<file path="config.mk">
export PLATFORM = sky130hd
export DESIGN_NAME = muldiv_unit
export DESIGN_NICKNAME = d
export VERILOG_FILES = /design/src/rtl/muldiv_unit.sv
export SDC_FILE = /design/constraint.sdc
export NUM_CORES = 1
export LEC_CHECK = 0
export ABC_AREA = 0
export BUFFER_PORTS_ARGS = -buffer_cell sky130_fd_sc_hd__buf_2
export CAP_MARGIN = 20
export CORE_ASPECT_RATIO = 1.5
export CORE_MARGIN = 10
export CORE_UTILIZATION = 55
export CTS_CLUSTER_DIAMETER = 150
export DETAILED_ROUTE_END_ITERATION = 7
export PLACE_DENSITY = 0.74
export SLEW_MARGIN = 30
export SYNTH_ARGS = -nofsm -noshare
export SYNTH_HDL_FRONTEND = slang
export SYNTH_SLANG_ARGS = --single-unit
export TNS_END_PERCENT = 5
</file>
<file path="constraint.sdc">
create_clock -name clk -period 7.4 [get_ports clk]
set_input_delay 1.48 -clock clk [delete_from_list [all_inputs] [get_ports clk]]
set_output_delay 1.48 -clock clk [all_outputs]
set_load 0.01 [all_outputs]
</file>
<file path="src/rtl/muldiv_unit.sv">
// ----------------------------------------------------------------------------
// muldiv_unit
//   Iterative RV32M multiply/divide engine that sits beside the ALU in EX.
//   It retires one bit per cycle. Multiply uses shift-add and divide uses the
//   restoring algorithm. Both work on operand magnitudes, and the sign is
//   fixed up when the result is written. The start/resp pair feeds the hazard
//   unit, which freezes the pipeline while an op is in flight.
//
// Ports
//   clk       in   1      clock
//   rst       in   1      synchronous active-high reset
//   start     in   1      M-op present in EX, held until resp (dropping it
//                         while busy aborts the op)
//   funct3    in   3      RV32M operation select
//   rs1_data  in   WIDTH  operand a / dividend
//   rs2_data  in   WIDTH  operand b / divisor
//   resp      out  1      one-cycle pulse, result valid
//   busy      out  1      iterating
//   result    out  WIDTH  registered result, held until the next accept
// ----------------------------------------------------------------------------
module muldiv_unit #(
    parameter int WIDTH        = 32,
    parameter bit DIV_FASTPATH = 1'b1
) (
    input  logic             clk,
    input  logic             rst,
    input  logic             start,
    input  logic [2:0]       funct3,
    input  logic [WIDTH-1:0] rs1_data,
    input  logic [WIDTH-1:0] rs2_data,
    output logic             resp,
    output logic             busy,
    output logic [WIDTH-1:0] result
);

    localparam int CNT_W = $clog2(WIDTH) + 1;

    localparam logic [2:0] OP_MUL    = 3'b000;
    localparam logic [2:0] OP_MULH   = 3'b001;
    localparam logic [2:0] OP_MULHSU = 3'b010;
    localparam logic [2:0] OP_DIV    = 3'b100;
    localparam logic [2:0] OP_REM    = 3'b110;

    typedef enum logic [1:0] {S_IDLE, S_BUSY, S_DONE} state_t;

    // Two's-complement negate under control of a flag.
    function automatic logic [WIDTH-1:0] cond_neg(input logic [WIDTH-1:0] x,
                                                  input logic             neg);
        return neg ? -x : x;
    endfunction

    // Sign fix-up and word selection once all iterations are complete.
    function automatic logic [WIDTH-1:0] finalize(input logic [2:0]       op,
                                                  input logic [WIDTH-1:0] hi,
                                                  input logic [WIDTH-1:0] lo,
                                                  input logic             a_neg,
                                                  input logic             b_neg,
                                                  input logic             b_zero);
        logic [2*WIDTH-1:0] prod;
        logic [2*WIDTH-1:0] prod_fix;
        prod     = {hi, lo};
        prod_fix = (a_neg ^ b_neg) ? -prod : prod;
        if (!op[2]) begin
            return (op == OP_MUL) ? prod_fix[WIDTH-1:0] : prod_fix[2*WIDTH-1:WIDTH];
        end else if (!op[1]) begin
            // A zero divisor yields an all-ones quotient whatever the dividend sign.
            return cond_neg(lo, (a_neg ^ b_neg) & ~b_zero);
        end else begin
            return cond_neg(hi, a_neg);
        end
    endfunction

    // Single-cycle answer for divide by zero and signed overflow.
    // In both cases the quotient and remainder follow directly from a.
    function automatic logic [WIDTH-1:0] fast_result(input logic [2:0]       op,
                                                     input logic [WIDTH-1:0] a,
                                                     input logic             b_zero);
        if (op[1]) begin
            return b_zero ? a : '0;
        end else begin
            return b_zero ? '1 : a;
        end
    endfunction

    state_t             state_q, state_d;
    logic [2:0]         op_q, op_d;
    logic               a_neg_q, a_neg_d;
    logic               b_neg_q, b_neg_d;
    logic               b_zero_q, b_zero_d;
    logic [WIDTH-1:0]   hi_q, hi_d;
    logic [WIDTH-1:0]   lo_q, lo_d;
    logic [WIDTH-1:0]   b_mag_q, b_mag_d;
    logic [CNT_W-1:0]   cnt_q, cnt_d;
    logic               resp_q, resp_d;
    logic               busy_q, busy_d;
    logic [WIDTH-1:0]   result_q, result_d;

    logic signed [WIDTH-1:0] a_sgn, b_sgn;
    logic               in_signed_a, in_signed_b;
    logic               in_a_neg, in_b_neg, in_b_zero, in_ovf;
    logic [WIDTH-1:0]   in_a_mag, in_b_mag;

    logic [WIDTH:0]     mul_sum;
    logic [WIDTH:0]     div_shift;
    logic [WIDTH-1:0]   div_sub;
    logic               div_ge;
    logic [WIDTH-1:0]   step_hi, step_lo;

    always_comb begin
        // Operand decode at accept
        a_sgn       = rs1_data;
        b_sgn       = rs2_data;
        in_signed_a = (funct3 == OP_MUL) || (funct3 == OP_MULH) || (funct3 == OP_MULHSU) ||
                      (funct3 == OP_DIV) || (funct3 == OP_REM);
        in_signed_b = (funct3 == OP_MUL) || (funct3 == OP_MULH) ||
                      (funct3 == OP_DIV) || (funct3 == OP_REM);
        in_a_neg    = in_signed_a && (a_sgn < 0);
        in_b_neg    = in_signed_b && (b_sgn < 0);
        // |0x80000000| stays 0x80000000 as an unsigned magnitude.
        in_a_mag    = cond_neg(rs1_data, in_a_neg);
        in_b_mag    = cond_neg(rs2_data, in_b_neg);
        in_b_zero   = funct3[2] && (rs2_data == '0);
        in_ovf      = ((funct3 == OP_DIV) || (funct3 == OP_REM)) &&
                      (rs1_data == {1'b1, {(WIDTH-1){1'b0}}}) && (&rs2_data);

        // One iteration step. {hi,lo} is the product/multiplier pair for
        // multiply and the remainder/quotient pair for divide.
        mul_sum   = {1'b0, hi_q} + (lo_q[0] ? {1'b0, b_mag_q} : '0);
        div_shift = {hi_q, lo_q[WIDTH-1]};
        div_ge    = (div_shift >= {1'b0, b_mag_q});
        // The true difference fits in WIDTH bits whenever it is kept.
        div_sub   = div_shift[WIDTH-1:0] - b_mag_q;
        if (op_q[2]) begin
            step_hi = div_ge ? div_sub : div_shift[WIDTH-1:0];
            step_lo = {lo_q[WIDTH-2:0], div_ge};
        end else begin
            step_hi = mul_sum[WIDTH:1];
            step_lo = {mul_sum[0], lo_q[WIDTH-1:1]};
        end

        state_d  = state_q;
        op_d     = op_q;
        a_neg_d  = a_neg_q;
        b_neg_d  = b_neg_q;
        b_zero_d = b_zero_q;
        hi_d     = hi_q;
        lo_d     = lo_q;
        b_mag_d  = b_mag_q;
        cnt_d    = cnt_q;
        resp_d   = 1'b0;
        result_d = result_q;

        case (state_q)
            S_IDLE: begin
                if (start) begin
                    op_d     = funct3;
                    a_neg_d  = in_a_neg;
                    b_neg_d  = in_b_neg;
                    b_zero_d = in_b_zero;
                    hi_d     = '0;
                    lo_d     = in_a_mag;
                    b_mag_d  = in_b_mag;
                    cnt_d    = '0;
                    if (DIV_FASTPATH && (in_b_zero || in_ovf)) begin
                        state_d  = S_DONE;
                        resp_d   = 1'b1;
                        result_d = fast_result(funct3, rs1_data, in_b_zero);
                    end else begin
                        state_d = S_BUSY;
                    end
                end
            end
            S_BUSY: begin
                if (!start) begin
                    // The pipeline flushed the op, so drop it silently.
                    state_d = S_IDLE;
                end else begin
                    hi_d  = step_hi;
                    lo_d  = step_lo;
                    cnt_d = cnt_q + 1'b1;
                    if (cnt_q == CNT_W'(WIDTH - 1)) begin
                        state_d  = S_DONE;
                        resp_d   = 1'b1;
                        result_d = finalize(op_q, step_hi, step_lo, a_neg_q, b_neg_q, b_zero_q);
                    end
                end
            end
            S_DONE: begin
                state_d = S_IDLE;
            end
            default: begin
                state_d = S_IDLE;
            end
        endcase

        busy_d = (state_d == S_BUSY);
    end

    always_ff @(posedge clk) begin
        if (rst) begin
            state_q  <= S_IDLE;
            op_q     <= '0;
            a_neg_q  <= 1'b0;
            b_neg_q  <= 1'b0;
            b_zero_q <= 1'b0;
            hi_q     <= '0;
            lo_q     <= '0;
            b_mag_q  <= '0;
            cnt_q    <= '0;
            resp_q   <= 1'b0;
            busy_q   <= 1'b0;
            result_q <= '0;
        end else begin
            state_q  <= state_d;
            op_q     <= op_d;
            a_neg_q  <= a_neg_d;
            b_neg_q  <= b_neg_d;
            b_zero_q <= b_zero_d;
            hi_q     <= hi_d;
            lo_q     <= lo_d;
            b_mag_q  <= b_mag_d;
            cnt_q    <= cnt_d;
            resp_q   <= resp_d;
            busy_q   <= busy_d;
            result_q <= result_d;
        end
    end

    assign resp   = resp_q;
    assign busy   = busy_q;
    assign result = result_q;

endmodule

</file>
==> out/summary.txt, run 1 <==
Slowest cell delay on critical path -> 0.66 ns
Minimum clock period -> 6.194 ns
Area Growth Syn to Fin -> 8.164%
Cells after Synth -> 2,328
Root buffer cell -> clkbuf_16
Vias/cell -> 6.886
Worst setup margin -> 1.206 ns
Max Clock Skew -> 0.008152 ns
Setup CP Type -> reg -> reg
Drt pass-1 iters -> 8
Fmax -> 161.5 MHz
CP max stage cell -> or4b_1
GR Util All Layers -> 0.3503
Primary FF master, synth -> dfxtp_1
Post-synth cell types -> 92
Post-DP HPWL -> 51,110 um
H-Tree Depth -> 4
Data required, critical path -> 7.71 ns
EDFF count, synth -> 0
Tcrit/Tclk final -> 0.8370
Via count -> 18,800
Synthesized Nets -> 2,470
DP Worst Slack -> 1.421 ns
Clock Sinks -> 144
# DRC -> 0
Final setup violation count -> 0
Flip-flop and latch area -> 0.002887 sq mm
Starting density of the core -> 0.5552
Clock Pin Slew Worst Setup and Hold Paths -> 0.07 ns
Worst r2r dst -> result[30]
RSZ-0062 raised after global routing -> false
Port Buffers -> 103
Final wirelength -> 67,620 um
Worst reg2reg path startpoint -> hi_q[3]
CP Capture Type -> register
Hold EP -> result[2]
WHS Path Cells -> 2
Seq cells post-synth -> 144
TritonCTS clock tree -> yes
Commonest non-fill, non-tap cell in the layout -> nor2_1
CP cell instances -> ha_1, a21o_1, a31oi_1, a211o_1, a31oi_1, nor2_2, nor2_1, a21oi_1, ha_1, o211ai_1, nor3_1, and2_1, nand2b_1, nor2_1, or4b_1, o21ai_0, or3b_1, o211ai_1, a211oi_1
Cts hold-fix bufs -> 0
Crit path buf inv count -> 0
Worst min path class -> reg -> reg
Fin. max-slew vios -> 0
First-pass GRT wire length -> 103,300 um
Fillcell total -> 2,864
Syn_area_per_cell -> 6.985 sq um
ANT nets after route -> 0
Sequential element share of the synthesized area -> 0.1773
Worst vdd ir -> 165.6 uV
Clock Latency Late Sink -> 0.46 ns
Worst-Margin Slew -> 1.035 ns
Clock Path Buffers -> 2
Cell area power density -> 161.6 mW/mm^2
Post-Syn Area -> 0.01626 sq mm
Multi-input logic area -> 0.01254 sq mm
Post-CTS Setup Inserts -> 0
Layout cells sized above 1 -> 0.1011
Min-delay src -> result[2]
Vias in the first global route -> 17,920
Ant. Diodes -> 0
Post-layout util -> 0.6005
Vert. Die Dim -> 230.6 um
Total Nets Final -> 2,464
Rel. slew slack -> 0.3098
Fin. Hold Viols -> 0
Resize count post-CTS -> 0
Static Leak -> 0.006744 uW
R2R Setup Slk -> 1.21 ns
R2R depth -> 19
Core Area -> 0.02929 sq mm
Status -> finished clean
Chip width -> 160.4 um
I/O pin cnt -> 104
Largest net degree at the start of global routing -> 121
Hold_ws -> 0.4715 ns
Rows -> 77
CP Launch Type -> register
CP max FO -> 7
TritonCTS buffer count -> 17
RD Place Congestion -> 1.019
DIE AREA -> 0.03698 sq mm
Delay-heaviest family, CP -> simple AND/OR/NAND/NOR gates
Commonest non-fill, non-tap cells in the layout -> nor2_1, nand2_1, a21oi_1
Fraction of registers with async set/reset -> 0
WL/cell -> 24.77 um
Initial antenna violation count -> 0
Number of max-cap violations -> 0
Final setup TNS -> 0 ns
Initial drt markers -> 2,106
Warnings from Yosys -> 0
Arr. time, crit path -> 6.50 ns
Grt total ovfl -> 0
[tightest hold or removal path: stages (launching register included)]
cell,delay [ns]
dfxtp_1,0.31
nand2_1,0.05
a21oi_1,0.06
[report_power, final]
part	switching, uW	total [uW]	internal, uW
Clock	390	907	517
Combinational	697	1060	362
Sequential	61.9	877	815
[stage by stage]
| stage | total power [uW] | instances | instance area, sq um |
|---|---|---|---|
| finish | 2843 | 2730 | 17590 |
| global route | 2954 | 2730 | 17590 |
| CTS | 2810 | 2729 | 17570 |
| detailed placement | 1915 | 2697 | 16980 |
| global placement | 1906 | 2697 | 16980 |
| floorplan | 1587 | 2328 | 16260 |
[layout make-up]
| class | instances | share of cell area |
|---|---|---|
| Multi-Input combinational cell | 1952 | 0.7130 |
| Inverter | 66 | 0.01409 |
| Sequential cell | 144 | 0.1641 |
| Clock inverter | 12 | 0.007541 |
| Timing Repair Buffer | 141 | 0.04709 |
| Clock buffer | 20 | 0.02604 |
| Tap cell | 395 | 0.02810 |
[registers in the layout, indices dropped and copies added (netlist names)]
register,cells
b_zero_q,1
a_neg_q,1
busy,1
resp,1
lo_q,32
result,32
op_q,3
state_q,2
hi_q,32
b_neg_q,1
b_mag_q,32
cnt_q,6
[worst max-delay path by stage]
stage	slack, ns	depth (start not counted)	from	to
after global placement	1.42	20	b_mag_q[4]	result[30]
after floorplan	1.62	21	op_q[2]	result[30]
after CTS	1.39	20	b_mag_q[4]	result[30]
final	1.21	19	hi_q[3]	result[30]
after global routing	0.91	20	b_mag_q[4]	result[30]
after detailed placement	1.42	19	hi_q[3]	result[30]
[cells in the mapped netlist, types with 12 or more instances]
master,count,share of area
nor2_1,284,0.066
nand2_1,207,0.048
a21oi_1,187,0.058
o21ai_0,149,0.046
dfxtp_1,144,0.18
clkbuf_1,134,0.031
xnor2_1,91,0.049
xor2_1,79,0.043
nor3_1,77,0.024
a211oi_1,71,0.033
ha_1,70,0.054
inv_1,65,0.015
nand3_1,63,0.019
and2_1,48,0.018
or3_1,39,0.015
a31oi_1,35,0.013
a21o_1,33,0.015
mux2i_1,33,0.020
a221oi_1,31,0.017
nand4_1,31,0.012
a22oi_1,29,0.013
o31ai_1,27,0.012
maj3_1,25,0.015
o211ai_1,23,0.011
nor4_1,22,0.0085
and3_1,17,0.0065
nor2b_1,17,0.0065
nand2b_1,16,0.0062
buf_1,15,0.0035
mux2_2,14,0.0097
a222oi_1,13,0.0080
nor3b_1,13,0.0060
o21a_1,12,0.0055
or2_2,12,0.0046
[kinds of logic after synthesis]
family / count (synthesis) / share of synthesized area
compound gates: 736 / 0.3007
xor+xnor: 170 / 0.09157
fa+ha+maj: 97 / 0.07171
buf+inv: 232 / 0.05579
flops: 144 / 0.1773
mux: 47 / 0.03001
simple gates: 902 / 0.2729
[routing by layer]
| metal | GRT usage | up-vias | wire length [um] |
|---|---|---|---|
| met4 | 0.3139 | 0 | 6910 |
| met1 | 0.3752 | 8819 | 24030 |
| li1 | - | 8604 | - |
| met3 | 0.05112 | 312 | 4860 |
| met2 | 0.5892 | 1065 | 31810 |
| met5 | 0 | - | 0 |
No activity file was read; power rests on OpenSTA's default activity.
==> run 2, diff against run 1 <==
- PLACE_DENSITY: 0.74 -> 0.77
- clock period: 7.4 -> 5.05 ns (I/O delays scaled with it)
==> out/summary.txt, run 2 (synthesis gave the netlist of run 1 again) <==
Status -> finished clean
Met1 WL -> 25,190 um (+4.8%)
TritonCTS clock tree -> yes
Routed wl met2 -> 33,490 um (+5.3%)
Cell area power density -> 225.0 mW/mm^2 (+39%)
Vert. Die Dim -> 230.6 um (unchanged)
DR top layer -> met4
Clock Latency Late Sink -> 0.46 ns (about the same)
I/O pin cnt -> 104 (unchanged)
Grt total ovfl -> 0 (unchanged)
Max Clock Skew -> 0.01411 ns (+0.005957 ns)
Final setup violation count -> 0 (unchanged)
Chip width -> 160.4 um (unchanged)
Total Nets Final -> 2,660 (+8.0%)
Final setup TNS -> 0 ns (unchanged)
Fin. Hold Viols -> 0 (unchanged)
GR Util All Layers -> 0.3729 (+0.02255)
# DRC -> 0 (unchanged)
R2R Setup Slk -> 0.16 ns (-1.04 ns)
CP Capture Type -> register
Port Buffers -> 103 (unchanged)
Clock Sinks -> 144 (unchanged)
RD Place Congestion -> 1.105 (+8.4%)
Drt pass-1 iters -> 7 (-1)
ANT nets after route -> 0 (unchanged)
First-pass GRT wire length -> 109,300 um (+5.8%)
Rows -> 77 (unchanged)
CP Launch Type -> register
Via count -> 19,560 (+4.0%)
Worst min path class -> reg -> reg
Initial antenna violation count -> 1 (+1)
Cts hold-fix bufs -> 0 (unchanged)
Worst-Margin Slew -> 1.041 ns (+0.005365 ns)
Area Growth Syn to Fin -> 18.04%
Largest net degree at the start of global routing -> 56 (-54%)
Rel. slew slack -> 0.3062 (-0.003577)
DIE AREA -> 0.03698 sq mm (unchanged)
R2R depth -> 18 (-1)
Fin cells -> 2,928 (+7.3%)
Tcrit/Tclk final -> 0.9675 (+0.1305)
Post-layout util -> 0.6554 (+0.05485)
Minimum clock period -> 4.886 ns (-1.308 ns)
Met3 wire length -> 5885 um (+21%)
Data required, critical path -> 5.38 ns (-2.33 ns)
Vias in the first global route -> 18,920 (+5.5%)
WL/cell -> 24.70 um (-0.26%)
Fmax -> 204.7 MHz (+27%)
Number of max-cap violations -> 0 (unchanged)
Hold_ws -> 0.4616 ns (-0.009974 ns)
Static Leak -> 0.007736 uW (+15%)
Clock Pin Slew Worst Setup and Hold Paths -> 0.07 ns (about the same)
TritonCTS buffer count -> 17 (unchanged)
Worst vdd ir -> 232.7 uV (+40%)
Commonest non-fill, non-tap cell in the layout -> nor2_1
WHS Path Cells -> 2 (unchanged)
Hold EP -> result[2]
Root buffer cell -> clkbuf_16
H-Tree Depth -> 4 (unchanged)
Clock Path Buffers -> 2 (unchanged)
Starting density of the core -> 0.5552 (unchanged)
Initial drt markers -> 2,324 (+10%)
Setup CP Type -> reg -> reg
Min-delay src -> result[2]
Core Area -> 0.02929 sq mm (unchanged)
Post-DP HPWL -> 56,210 um (+10%)
Worst r2r dst -> result[31]
Final wirelength -> 72,330 um (+7.0%)
Commonest non-fill, non-tap cells in the layout -> nor2_1, buf_4, nand2_1
Layout cells sized above 1 -> 0.1825 (+0.08147)
Arr. time, crit path -> 5.22 ns (-1.28 ns)
Fin. max-slew vios -> 0 (unchanged)
RSZ-0062 raised after global routing -> true
Vias/cell -> 6.680 (-3.0%)
Worst reg2reg path startpoint -> lo_q[0]
Placed cells -> 2,894 (+7.3%)
CP max FO -> 20 (+13)
[run 2: cell count changes in the layout (fill, tap and decap cells not counted), moves of 4 or more]
cell,previous run,this run
ha_1,70,66
o21ai_0,149,145
o21ai_1,3,7
nor4_1,22,17
buf_4,36,234
nor4_2,2,7
[run 2: repair_timing]
action                     in CTS  in global routing
setup endpoints to repair       1                 26
setup buffers                   0                  0
pin swaps                       0                  4
gates resized for setup         1                 39
[run 2: worst max-delay path by stage]
| stage | startpoint | endpoint | slack [ns] | cells past startpoint |
|---|---|---|---|---|
| finish | lo_q[0] | result[31] | 0.16 | 18 |
| global route | lo_q[0] | result[26] | -0.05 | 19 |
| CTS | lo_q[0] | result[27] | 0.01 | 20 |
| detailed placement | rs1_data[7] | result[29] | -0.20 | 12 |
| global placement | rs1_data[6] | result[29] | -0.08 | 12 |
| floorplan | op_q[2] | result[30] | 0.06 | 21 |
[run 2: cell type report]
type / instances / area (sq um)
Tap cell: 395 / 494.2
Multi-Input combinational cell: 1952 / 12710
Clock inverter: 14 / 132.6
Clock buffer: 18 / 429.2
Fill cell: 2809 / 10090
Timing Repair Buffer: 337 / 2287
Antenna cell: 2 / 5.005
Sequential cell: 144 / 2887
Inverter: 66 / 247.7
[run 2: critical path, cell delays in order, from the launching register on]
cell,delay [ns]
dfxtp_1,0.32
buf_4,0.24
buf_4,0.24
and2_1,0.15
ha_1,0.27
a21oi_1,0.30
o21ai_0,0.23
or3b_2,0.52
nor3_1,0.14
buf_4,0.18
o41ai_1,0.09
xor2_1,0.17
a2bb2oi_1,0.21
buf_4,0.17
or4b_2,0.63
o41ai_1,0.48
xor2_1,0.18
a21oi_1,0.09
a2bb2oi_1,0.14
[run 2: power by group]
group	leakage (uW)	total, uW	switching, uW	internal (uW)
clock	0.000274	1270	584	687
combinational	0.00629	1780	1110	673
sequential	0.00118	1270	74.2	1190
total	0.00774	4320	1770	2550
[run 2: stage by stage]
stage | cell area [sq um] | setup WS [ns] | power, uW
finish | 19190 | 0.1642 | 4319
global placement | 18450 | -0.07897 | 2966
CTS | 19020 | 0.01485 | 4241
global route | 19190 | -0.04741 | 4479
detailed placement | 18450 | -0.1969 | 2984
floorplan | 16270 | 0.06373 | 2327
[run 2: layer usage]
metal  track usage  vias up
met3       0.05807      349
met4        0.3458        0
met1        0.4078     9053
li1              -     8996
met2        0.6090     1161
met5             0        -
